`config.mk`:
```
export PLATFORM = sky130hd
export DESIGN_NAME = req_ack_arbiter_flat
export DESIGN_NICKNAME = d
export VERILOG_FILES = /design/src/rtl/req_ack_arbiter_if.sv /design/src/rtl/req_ack_arbiter.sv /design/src/flat_wrapper.sv
export SDC_FILE = /design/constraint.sdc
export NUM_CORES = 1
export LEC_CHECK = 0
export CAP_MARGIN = 5
export CORE_ASPECT_RATIO = 2
export CORE_UTILIZATION = 42
export CTS_BUF_LIST = sky130_fd_sc_hd__clkbuf_4 sky130_fd_sc_hd__clkbuf_8 sky130_fd_sc_hd__clkbuf_16
export CTS_CLUSTER_DIAMETER = 30
export DETAILED_ROUTE_END_ITERATION = 12
export GPL_TIMING_DRIVEN = 0
export PLACE_DENSITY = 0.91
export SLEW_MARGIN = 20
export SYNTH_ARGS = -nofsm -noshare
export SYNTH_HDL_FRONTEND = slang
export SYNTH_SLANG_ARGS = --single-unit
```
`constraint.sdc`:
```
create_clock -name clk -period 1.9 [get_ports clk]
set_input_delay 0.285 -clock clk [delete_from_list [all_inputs] [get_ports clk]]
set_output_delay 0.285 -clock clk [all_outputs]
set_load 0.1 [all_outputs]
```
`src/rtl/req_ack_arbiter_if.sv`:
```
// ----------------------------------------------------------------------------
// req_ack_arbiter_if
//   Handshake/data bundle between the requesting masters, the resource
//   qualifiers and the req_ack_arbiter.
//
//   Signals:
//     ready, go   resource qualifiers (resource -> arbiter)
//     pri_mode    0 = fixed priority (req[1] highest), 1 = round robin
//     req[1:0]    per-master request, held high until the master is done
//     data0/data1 per-master data words
//     ack[1:0]    one-hot grant (arbiter -> masters)
//     data_out    winner's data word, captured at grant
//     data_vld    one-cycle pulse in the first grant cycle
//     busy        arbiter is not idle
//     err_to      one-cycle pulse on a watchdog release
//
//   Modports:
//     master  requester/resource side: drives requests and qualifiers
//     slave   arbiter side: drives grant, data and status
// ----------------------------------------------------------------------------
interface req_ack_arbiter_if #(
    parameter int unsigned DW = 32
);
    logic          ready;
    logic          go;
    logic          pri_mode;
    logic [1:0]    req;
    logic [DW-1:0] data0;
    logic [DW-1:0] data1;
    logic [1:0]    ack;
    logic [DW-1:0] data_out;
    logic          data_vld;
    logic          busy;
    logic          err_to;

    modport master (
        output ready, go, pri_mode, req, data0, data1,
        input  ack, data_out, data_vld, busy, err_to
    );

    modport slave (
        input  ready, go, pri_mode, req, data0, data1,
        output ack, data_out, data_vld, busy, err_to
    );
endinterface

```
`src/rtl/req_ack_arbiter.sv`:
```
// ----------------------------------------------------------------------------
// req_ack_arbiter
//   Shares one downstream resource between two masters using a four-phase
//   req/ack handshake. Arbitration is qualified by the resource's ready and
//   go inputs; the winner is chosen by fixed (master 1 highest) or
//   round-robin priority. The winner's data word is captured at grant and
//   the grant is held until the winner drops its request, the resource
//   drops ready, or the grant-hold watchdog expires.
//
//   Parameters:
//     DW       data word width
//     TIMEOUT  max consecutive grant cycles before a forced release (2..255)
//
//   Ports:
//     clk      rising-edge clock
//     rst      asynchronous, active-high reset
//     bus      req_ack_arbiter_if slave modport (see interface for signals)
// ----------------------------------------------------------------------------
module req_ack_arbiter #(
    parameter int unsigned DW      = 32,
    parameter int unsigned TIMEOUT = 8
) (
    input  logic               clk,
    input  logic               rst,
    req_ack_arbiter_if.slave   bus
);

    localparam logic [7:0] TIMEOUT_C = 8'(TIMEOUT);

    typedef enum logic [1:0] {
        IDLE    = 2'd0,
        GRANT   = 2'd1,
        HOLDOFF = 2'd2
    } state_t;

    state_t        state_q,    state_d;
    logic [1:0]    ack_q,      ack_d;
    logic [DW-1:0] data_out_q, data_out_d;
    logic          data_vld_q, data_vld_d;
    logic          err_to_q,   err_to_d;
    logic          last_win_q, last_win_d;
    logic          win_q,      win_d;      // index of the current grant holder
    logic [7:0]    cnt_q,      cnt_d;      // cycles the current grant has lasted

    logic          arb_ok;
    logic          arb_win;
    logic          req_w;

    // Arbitration qualifier and winner selection (combinational, used only
    // on the arbitration edge, so pri_mode matters only there).
    always_comb begin
        arb_ok  = bus.ready && bus.go && (|bus.req);
        arb_win = 1'b0;
        unique case (bus.req)
            2'b01:   arb_win = 1'b0;
            2'b10:   arb_win = 1'b1;
            2'b11:   arb_win = bus.pri_mode ? ~last_win_q : 1'b1;
            default: arb_win = 1'b0;
        endcase
    end

    // Request bit of the master currently holding (or last holding) the grant.
    assign req_w = bus.req[win_q];

    always_comb begin
        state_d    = state_q;
        ack_d      = ack_q;
        data_out_d = data_out_q;
        data_vld_d = 1'b0;
        err_to_d   = 1'b0;
        last_win_d = last_win_q;
        win_d      = win_q;
        cnt_d      = cnt_q;

        unique case (state_q)
            IDLE: begin
                ack_d = 2'b00;
                if (arb_ok) begin
                    win_d          = arb_win;
                    ack_d          = 2'b00;
                    ack_d[arb_win] = 1'b1;
                    data_out_d     = arb_win ? bus.data1 : bus.data0;
                    data_vld_d     = 1'b1;
                    cnt_d          = 8'd1;
                    state_d        = GRANT;
                end
            end

            GRANT: begin
                // Ordered checks give release > ready loss > watchdog.
                if (!req_w) begin
                    ack_d      = 2'b00;
                    last_win_d = win_q;
                    state_d    = IDLE;
                end else if (!bus.ready) begin
                    ack_d   = 2'b00;
                    state_d = IDLE;
                end else if (cnt_q == TIMEOUT_C) begin
                    ack_d      = 2'b00;
                    err_to_d   = 1'b1;
                    last_win_d = win_q;
                    state_d    = HOLDOFF;
                end else if (cnt_q != 8'hFF) begin
                    cnt_d = cnt_q + 8'd1;
                end
            end

            HOLDOFF: begin
                ack_d = 2'b00;
                if (!req_w) begin
                    state_d = IDLE;
                end
            end

            default: begin
                ack_d   = 2'b00;
                state_d = IDLE;
            end
        endcase
    end

    always_ff @(posedge clk or posedge rst) begin
        if (rst) begin
            state_q    <= IDLE;
            ack_q      <= '0;
            data_out_q <= '0;
            data_vld_q <= 1'b0;
            err_to_q   <= 1'b0;
            last_win_q <= 1'b1;
            win_q      <= 1'b0;
            cnt_q      <= '0;
        end else begin
            state_q    <= state_d;
            ack_q      <= ack_d;
            data_out_q <= data_out_d;
            data_vld_q <= data_vld_d;
            err_to_q   <= err_to_d;
            last_win_q <= last_win_d;
            win_q      <= win_d;
            cnt_q      <= cnt_d;
        end
    end

    assign bus.ack      = ack_q;
    assign bus.data_out = data_out_q;
    assign bus.data_vld = data_vld_q;
    assign bus.err_to   = err_to_q;
    assign bus.busy     = (state_q != IDLE);

`ifndef SYNTHESIS
    a_ack_onehot: assert property (@(posedge clk) disable iff (rst) $onehot0(ack_q));
    a_vld_has_ack: assert property (@(posedge clk) disable iff (rst) data_vld_q |-> (ack_q != 2'b00));
`endif

endmodule

```
`src/flat_wrapper.sv`:
```
// flat-port wrapper written by rule: the top's interface ports become plain ports
module req_ack_arbiter_flat 
#(
    parameter int unsigned DW      = 32,
    parameter int unsigned TIMEOUT = 8
)
  (clk, rst, bus_ready, bus_go, bus_pri_mode, bus_req, bus_data0, bus_data1, bus_ack, bus_data_out, bus_data_vld, bus_busy, bus_err_to);
  req_ack_arbiter_if #(.DW(DW)) bus_i ();
  input  logic clk;
  input  logic rst;
  input wire logic [$bits(bus_i.ready)-1:0] bus_ready;
  input wire logic [$bits(bus_i.go)-1:0] bus_go;
  input wire logic [$bits(bus_i.pri_mode)-1:0] bus_pri_mode;
  input wire logic [$bits(bus_i.req)-1:0] bus_req;
  input wire logic [$bits(bus_i.data0)-1:0] bus_data0;
  input wire logic [$bits(bus_i.data1)-1:0] bus_data1;
  output wire logic [$bits(bus_i.ack)-1:0] bus_ack;
  output wire logic [$bits(bus_i.data_out)-1:0] bus_data_out;
  output wire logic [$bits(bus_i.data_vld)-1:0] bus_data_vld;
  output wire logic [$bits(bus_i.busy)-1:0] bus_busy;
  output wire logic [$bits(bus_i.err_to)-1:0] bus_err_to;
  assign bus_i.ready = bus_ready;
  assign bus_i.go = bus_go;
  assign bus_i.pri_mode = bus_pri_mode;
  assign bus_i.req = bus_req;
  assign bus_i.data0 = bus_data0;
  assign bus_i.data1 = bus_data1;
  assign bus_ack = bus_i.ack;
  assign bus_data_out = bus_i.data_out;
  assign bus_data_vld = bus_i.data_vld;
  assign bus_busy = bus_i.busy;
  assign bus_err_to = bus_i.err_to;
  req_ack_arbiter #(.DW(DW), .TIMEOUT(TIMEOUT)) u_core (.clk(clk), .rst(rst), .bus(bus_i));
endmodule
```
Word level (Yosys, flattened, before mapping):

Cells that the tools add are included.

* add/sub/neg operators: 1
* order comparisons: 3
* eq/ne operators: 15
* muxes and demuxes: 33
* bitwise logic cells: 1
* reduce and logical (&&, ||, !) cells: 11

Operator list (number)
* 8-bit two-way mux: 5
* 32-bit two-way mux: 1
* 2-bit two-way mux: 9
* 8-bit case mux with 2 select lines: 1
* 1-bit two-way mux: 13
* 2-bit != test, second input constant: 5
* 8-bit by 1-bit adder with 8-bit output, second input constant: 1
* 8-bit by 4-bit equality test with 1-bit output, second input constant: 1
* 8-bit != test, second input constant: 1
* 2-bit equality test, second input constant: 3
* 2-bit by 1-bit != test with 1-bit output, second input constant: 3
* 2-bit case mux with 3 select lines: 1
* 3-bit AND reduction: 2
* 6-bit AND reduction: 1
* 1-bit by 2-bit less-than comparator with 1-bit output, second input constant: 2
* 4-bit != test, second input constant: 1
* 2-bit case mux with 2 select lines: 1
* 2-bit nonzero test: 2
* 1-bit logical AND: 3
* 2-bit by 1-bit equality test with 1-bit output, second input constant: 1
* 2-bit zero test: 1
* 1-bit case mux with 2 select lines: 1
* 2-bit AND reduction: 1
* 2-bit OR reduction: 1
* 3 further kinds: 3

* bits in registers: 48
* word-level logic and storage cells: 72

Logic depth before layout (Yosys ltp):

Gate-level depths: netlist of the first run.

* depth in word-level cells: 9
* depth in mapped cells: 7
* depth with buffers taken out: 6

Worst setup path after synthesis of the first run:

No wires, ideal clock.

* kind: register to register
* start point: register u_core.cnt_q[1]
* end point: register u_core.cnt_q[2]
* library setup time: 124 ps
* data arrival time: 1432 ps
* data required time: 1776 ps
* setup slack: 344 ps
* cell stages (with the launch flop): 7
* clock period less this slack: 1556 ps
* cells stage by stage: dfrtp_1 inv_1 ha_1 nor4b_4 a31oi_2 and3_1 a211o_1

* cells in the longest elaborated chain, start to end: 6
* elaborated cells between the ends (all ways): 11
* those cells by class: add/sub: 1; eq/ne: 4; mux: 5; reduce/logical: 1

Ends and longest elaborated chain
* from (decl): RTL line req_ack_arbiter.sv:43 `logic [7:0] cnt_q, cnt_d;`
* from (signal assigned): RTL line req_ack_arbiter.sv:140 `cnt_q <= cnt_d;`
* 8-bit by 1-bit adder with 8-bit output: RTL line req_ack_arbiter.sv:104 `cnt_d = cnt_q + 8'd1;`
* 8-bit two-way mux: RTL line req_ack_arbiter.sv:103 `end else if (cnt_q != 8'hFF) begin`
* 8-bit two-way mux: RTL line req_ack_arbiter.sv:98 `end else if (cnt_q == TIMEOUT_C) begin`
* 8-bit two-way mux: RTL line req_ack_arbiter.sv:95 `end else if (!bus.ready) begin`
* 8-bit two-way mux: RTL line req_ack_arbiter.sv:91 `if (!req_w) begin`
* 8-bit case mux with 2 select lines: RTL line req_ack_arbiter.sv:75 `unique case (state_q)`

Parallel ways exist; a longest one is shown, timed or not. The select of a mux whose other input is x is not followed.
A chain may end at the register's enable or synchronous reset.

Worst setup path after layout of the first run:

* start point: register u_core.data_out_q[15], in the netlist u_core.bus.data_out[15]
* end point: output port bus_data_out[15]

RTL lines
* from (decl): RTL line req_ack_arbiter.sv:38 `logic [DW-1:0] data_out_q, data_out_d;`
* from (signal assigned): RTL line req_ack_arbiter.sv:135 `data_out_q <= data_out_d;`
* to (decl): RTL line flat_wrapper.sv:18 `output wire logic [$bits(bus_i.data_out)-1:0] bus_data_out;`

No word-level cell between the ends.

==> results of run 1 <==
-- per-layer routing --
| metal | vias up | global-route usage, % | share of wire [%] |
|---|---|---|---|
| met5 | - | 0 | 0 |
| met4 | 0 | 10.9 | 2.3 |
| met3 | 15 | 2.85 | 4.7 |
| met2 | 89 | 44.5 | 59 |
| met1 | 1109 | 21.6 | 34 |
| li1 | 1064 | - | - |
-- how the worst max path moves through the flow --
stage	to	slack (ns)
final	bus_data_out[15]	0.08
after global routing	bus_data_out[20]	0.02
after CTS	bus_data_out[20]	0.05
after detailed placement	u_core.last_win_q$_DFFE_PP1P_	-0.23
after global placement	u_core.bus.data_out[18]$_DFFE_PP0P_	-0.47
after floorplan	u_core.cnt_q[2]$_DFFE_PP0P_	0.34
-- sequential cells by signal, indices dropped and copies added, names as in the netlist --
name                 cells
u_core.bus.ack           2
u_core.bus.data_out     32
u_core.bus.data_vld      1
u_core.bus.err_to        1
u_core.cnt_q             8
u_core.last_win_q        1
u_core.state_q           2
u_core.win_q             1
-- worst register-to-register path, cell delays in order (launching register included) --
cell and delay [ns]:
dfrtp_1 0.42, inv_1 0.09, ha_1 0.15, nor4b_4 0.26
a31oi_2 0.24, nor2_1 0.21, mux2_2 0.35
-- through the flow --
stage          area (um2)  util, %  hold slack [ns]  std cells
3_5_place_dp         3560     65.2            0.470        402
4_1_cts              3640     66.5            0.294        410
5_1_grt              3640     66.6            0.332        410
3_3_place_gp         3540     64.8            0.463        401
6_report             3640     66.6            0.288        410
2_1_floorplan        2400        -            0.467        234
-- area by class of cell --
class | instances | area, um2 | area share, %
Tap cell | 60 | 75.1 | 2.06
Sequential cell | 48 | 1200 | 33.0
Clock inverter | 3 | 47.5 | 1.31
Multi-Input combinational cell | 166 | 1090 | 30.0
Buffer | 13 | 82.6 | 2.27
Timing Repair Buffer | 108 | 1050 | 28.8
Inverter | 7 | 26.3 | 0.721
Clock buffer | 5 | 68.8 | 1.89
-- logic make-up (layout without fill, tap and decap cells) --
| kind of cell | count (synthesis) | count (layout) | synth area share, % |
|---|---|---|---|
| compound gates | 59 | 59 | 15.4 |
| fa+ha+maj | 2 | 2 | 1.04 |
| buf+inv | 20 | 136 | 4.49 |
| flops | 48 | 48 | 50.2 |
| mux | 35 | 35 | 14.7 |
| simple gates | 70 | 70 | 14.2 |
-- power by group through the flow --
stage | clock, W | combinational [W] | sequential [W]
after floorplan | 0 | 0.000494 | 0.00254
after global placement | 0 | 0.00225 | 0.00138
after detailed placement | 0 | 0.00229 | 0.00139
after CTS | 0.000759 | 0.00218 | 0.00137
after global routing | 0.000799 | 0.00227 | 0.00139
final | 0.000747 | 0.00217 | 0.00137
-- cell usage in the layout, fill, tap and decap left out, types with 3 or more instances in the layout --
cell type / instances
buf_6: 3
a211o_1: 4
inv_1: 6
dfrtp_1: 47
clkbuf_8: 5
o21ai_0: 29
mux2i_1: 32
nand3_1: 5
and3_1: 3
nor2_1: 5
nand4_1: 3
dlygate4sd2_1: 35
nor3_1: 4
nand2_1: 39
buf_2: 8
o21ai_1: 11
clkdlybuf4s50_1: 70
-- synthesized netlist by cell type (all sizes together) (2+ instances only) --
library cell / number / area share, %
a211o: 4 / 1.5
nand4: 3 / 0.78
o31ai: 2 / 1.2
o22ai: 2 / 0.52
mux2: 2 / 0.94
clkbuf: 2 / 0.31
inv: 7 / 1.1
a21o: 2 / 0.63
ha: 2 / 1.0
o21ai: 40 / 8.4
dfrtp: 47 / 49
and3: 3 / 0.78
nand2: 40 / 6.4
buf: 11 / 3.1
a21oi: 2 / 0.42
nor2: 5 / 0.78
mux2i: 33 / 14
nand2b: 2 / 0.52
nor3: 4 / 0.84
nand3: 5 / 1.0
==> impl_metrics.env, run 1 <==
export IMPL_outcome="finished, final reports clean"
export IMPL_clock_skew_ns=0.00746
export IMPL_cts_tree="done"
export IMPL_fin_nets=422
export IMPL_grt_first_pass_wirelength_mm=10.6
export IMPL_post_cts_setup_buffer_count=0
export IMPL_p_sw_w=0.00213
export IMPL_diodes=0
export IMPL_comb_power_share_pct=50.7
export IMPL_grt_max_degree=32
export IMPL_dr_pass1_iters=4
export IMPL_slowest_stage="dlygate4sd2_1"
export IMPL_cp_cell_sequence="dlygate4sd2_1"
export IMPL_p_clk_share_pct=17.4
export IMPL_end_kind="primary output"
export IMPL_peakVddDrop_mv=0.989
export IMPL_place_gp_congestion=0.957
export IMPL_clk_pin_slew_ns=0.09
export IMPL_die_w_um=55.4
export IMPL_hold_buffers=0
export IMPL_reg2reg_depth=6
export IMPL_clk_path_buf_depth=2
export IMPL_place_ws_ns=-0.231
export IMPL_grt_pass1_vias=2355
export IMPL_synthToLayoutAreaGrowth_pct=51.9
export IMPL_synth_cells=234
export IMPL_nFillCells=397
export IMPL_hold_class="in -> async"
export IMPL_syn_cell_area_um2=2400
export IMPL_async_reset_ff_share_pct=100
export IMPL_ys_seq_elements=48
export IMPL_switching_share_pct=49.6
export IMPL_relSlewSlack_pct=33.7
export IMPL_synth_edf_count=0
export IMPL_layout_drive_gt1_share_pct=9.14
export IMPL_startpoint="u_core.bus.data_out[15]$_DFFE_PP0P_"
export IMPL_fmax_ghz=0.549
export IMPL_synthFlopType="dfrtp_1"
export IMPL_worstMarginPinSlew_ns=0.998
export IMPL_num_vias=2277
export IMPL_routed_wl_mm=6.59
export IMPL_avgSynthCellArea_um2=10.2
export IMPL_portBuffers=107
export IMPL_slew_violations=0
export IMPL_ys_seq_area_share_pct=50.2
export IMPL_clk_latency_ns=0.30
export IMPL_path_buf_inv=1
export IMPL_numCtsBuffers=5
export IMPL_cp_depth=1
export IMPL_dp_hpwl_mm=5.20
export IMPL_internal_power_w=0.00216
export IMPL_setup_viol=0
export IMPL_reg2reg_from="u_core.cnt_q[1]$_DFFE_PP0P_"
export IMPL_path_max_fanout=2
export IMPL_period_minus_slack_ns=1.82
export IMPL_leakage_nw=1.79
export IMPL_viasPerCell=5.55
export IMPL_crit_required_ns=1.62
export IMPL_coreArea_um2=5470
export IMPL_post_route_period_util_pct=95.9
export IMPL_fin_ws_ns=0.0777
export IMPL_cp_top_family="buffers and inverters"
export IMPL_wl_per_cell_um=16.1
export IMPL_pwr_share_seq_pct=31.9
export IMPL_grt_ovfl_total=0
export IMPL_powerDensity_nw_per_um2=1180
export IMPL_die_y_um=109
export IMPL_ff2ff_setup_slack_ns=0.11
export IMPL_grtUsageTotal_pct=22.2
export IMPL_rsz0062_at_grt="no"
export IMPL_drtIter0Drc=42
export IMPL_antenna_left=0
export IMPL_finalHoldViolCount=0
export IMPL_cts_htree_levels=2
export IMPL_final_setup_tns_ns=0
export IMPL_synth_nets=307
export IMPL_drc=0
export IMPL_cts_root_buffer="clkbuf_8"
export IMPL_ctsResizeCount=39
export IMPL_cp_slowest_stage_delay_ns=0.86
export IMPL_maxCapViolCount=0
export IMPL_r2r_end="u_core.last_win_q$_DFFE_PP1P_"
export IMPL_io_pin_count=108
export IMPL_cp_data_arrival_time_ns=1.54
export IMPL_antenna_found_initial=0
export IMPL_dieArea_um2=6030
export IMPL_startpoint_type="flop"
export IMPL_p_total_w=0.00429
export IMPL_crit_type="reg -> out"
export IMPL_synth_cell_types=40
export IMPL_clkSinkCount=48
export IMPL_rows=38
export IMPL_ys_warn_count=0
export IMPL_start_util_pct=43.8
Power figures use the tool's default switching activity.
==> inputs of run 2 (changes only) <==
Settings changed: GPL_ROUTABILITY_DRIVEN from default to 0.
==> results of run 2 <==
Same layout as run 1: the final DEF is identical, and so are final timing and power.
==> inputs of run 3 (changes only) <==
Settings changed: CORE_ASPECT_RATIO 2 to 0.6.
==> impl_metrics.env, run 3 (synthesis results as in run 1) <==
export IMPL_setup_viol=0
export IMPL_ff2ff_setup_slack_ns=0.18
export IMPL_peakVddDrop_mv=0.753
export IMPL_nFillCells=433
export IMPL_path_max_fanout=2
export IMPL_relSlewSlack_pct=34.6
export IMPL_maxCapViolCount=0
export IMPL_fin_ws_ns=0.0690
export IMPL_stdcell_count=427
export IMPL_largest_register_ffs=32
export IMPL_place_ws_ns=-0.202
export IMPL_period_minus_slack_ns=1.83
export IMPL_grt_first_pass_wirelength_mm=10.3
export IMPL_start_util_pct=45.4
export IMPL_fin_area_um2=3650
export IMPL_antenna_left=0
export IMPL_final_cell_mix="70 x clkdlybuf4s50_1, 47 x dfrtp_1, 39 x nand2_1"
export IMPL_dp_hpwl_mm=5.00
export IMPL_fin_nets=422
export IMPL_outcome="finished, final reports clean"
export IMPL_cp_slowest_stage_delay_ns=0.88
export IMPL_synthToLayoutAreaGrowth_pct=52.1
export IMPL_clkSinkCount=48
export IMPL_leakage_nw=1.78
export IMPL_worstMarginPinSlew_ns=0.985
export IMPL_reg2reg_depth=6
export IMPL_cts_htree_levels=2
export IMPL_dieArea_um2=6020
export IMPL_hold_class="in -> async"
export IMPL_grt_pass1_vias=2173
export IMPL_diodes=0
export IMPL_fin_util_pct=69.1
export IMPL_mostFrequentLayoutCell="clkdlybuf4s50_1"
export IMPL_p_total_w=0.00415
export IMPL_post_route_period_util_pct=96.4
export IMPL_cp_data_arrival_time_ns=1.55
export IMPL_dp_cells=419
export IMPL_coreArea_um2=5280
export IMPL_layout_drive_gt1_share_pct=8.86
export IMPL_powerDensity_nw_per_um2=1140
export IMPL_slew_violations=0
export IMPL_p_sw_w=0.00212
export IMPL_antenna_found_initial=0
export IMPL_grt_max_degree=33
export IMPL_place_area_um2=3580
export IMPL_post_cts_setup_buffer_count=0
export IMPL_die_w_um=99.5
export IMPL_p_clk_share_pct=14.7
export IMPL_finalHoldViolCount=0
export IMPL_die_y_um=60.5
export IMPL_routed_wl_mm=6.40
export IMPL_grtUsageTotal_pct=22.3
export IMPL_clk_pin_slew_ns=0.10
export IMPL_drtIter0Drc=132
export IMPL_cp_top_family="buffers and inverters"
export IMPL_numCtsBuffers=5
export IMPL_path_buf_inv=1
export IMPL_wl_per_cell_um=15.0
export IMPL_clk_path_buf_depth=2
export IMPL_end_kind="primary output"
export IMPL_internal_power_w=0.00203
export IMPL_rows=20
export IMPL_comb_power_share_pct=52.4
export IMPL_crit_type="reg -> out"
export IMPL_dr_pass1_iters=4
export IMPL_clk_latency_ns=0.30
export IMPL_startpoint_type="flop"
export IMPL_slowest_stage="dlygate4sd2_1"
export IMPL_pwr_share_seq_pct=32.9
export IMPL_clock_skew_ns=0.00845
export IMPL_viasPerCell=5.23
export IMPL_cts_tree="done"
export IMPL_r2r_end="u_core.last_win_q$_DFFE_PP1P_"
export IMPL_cts_root_buffer="clkbuf_8"
export IMPL_portBuffers=107
export IMPL_switching_share_pct=51.1
export IMPL_reg2reg_from="u_core.cnt_q[1]$_DFFE_PP0P_"
export IMPL_io_pin_count=108
export IMPL_drc=0
export IMPL_num_vias=2232
export IMPL_fmax_ghz=0.546
export IMPL_grt_ovfl_total=0
export IMPL_crit_required_ns=1.62
export IMPL_cp_cell_sequence="dlygate4sd2_1"
export IMPL_rsz0062_at_grt="no"
## run 3: per-layer routing
layer  global-route usage (%)  share of wire, %  vias to the layer above
li1                         -                 -                     1060
met1                     27.5                43                     1054
met2                     39.0                46                      114
met3                     7.95               9.5                        4
met4                     4.41              0.75                        0
met5                        0                 0                        -
## run 3: final cells by class
| type | count | area, um2 | area share [%] |
|---|---|---|---|
| buffer | 13 | 81.3 | 2.23 |
| clock buffer | 5 | 68.8 | 1.89 |
| clock inverter | 3 | 23.8 | 0.652 |
| inverter | 7 | 26.3 | 0.721 |
| multi-input combinational | 166 | 1100 | 30.2 |
| sequential | 48 | 1200 | 33.0 |
| tap | 77 | 96.3 | 2.64 |
| timing repair buffer | 108 | 1050 | 28.7 |
## run 3: stage by stage
step | setup TNS (ns) | hold slack (ns)
3_5_place_dp | -3.35 | 0.470
6_report | 0 | 0.268
5_1_grt | 0 | 0.294
4_1_cts | 0 | 0.278
2_1_floorplan | 0 | 0.467
3_3_place_gp | -22.53 | 0.461
## run 3: power groups by stage
stage	Clock, W	Combinational (W)	Sequential, W
2_1_floorplan	0	0.000494	0.00254
3_3_place_gp	0	0.00224	0.00138
3_5_place_dp	0	0.00228	0.00139
4_1_cts	0.000622	0.00217	0.00136
5_1_grt	0.000658	0.00229	0.00139
6_report	0.000609	0.00217	0.00137
## run 3: worst max-delay path by stage
stage                                                   start                            end  cells after the start
after floorplan                   u_core.cnt_q[1]$_DFFE_PP0P_    u_core.cnt_q[2]$_DFFE_PP0P_                      6
after global placement                                    rst  u_core.state_q[1]$_DFFE_PP0P_                      2
after detailed placement                           bus_req[1]    u_core.cnt_q[2]$_DFFE_PP0P_                      5
after CTS                 u_core.bus.data_out[30]$_DFFE_PP0P_               bus_data_out[30]                      1
after global routing            u_core.state_q[0]$_DFFE_PP0P_                       bus_busy                      3
final                     u_core.bus.data_out[30]$_DFFE_PP0P_               bus_data_out[30]                      1
## run 3: repair_timing
action | CTS | global route
hold buffers | 0 | 0
pin swaps | 0 | 0
resized for setup | 39 | 2
gates cloned | 0 | 0
endpoints found under the setup margin | 37 | 2
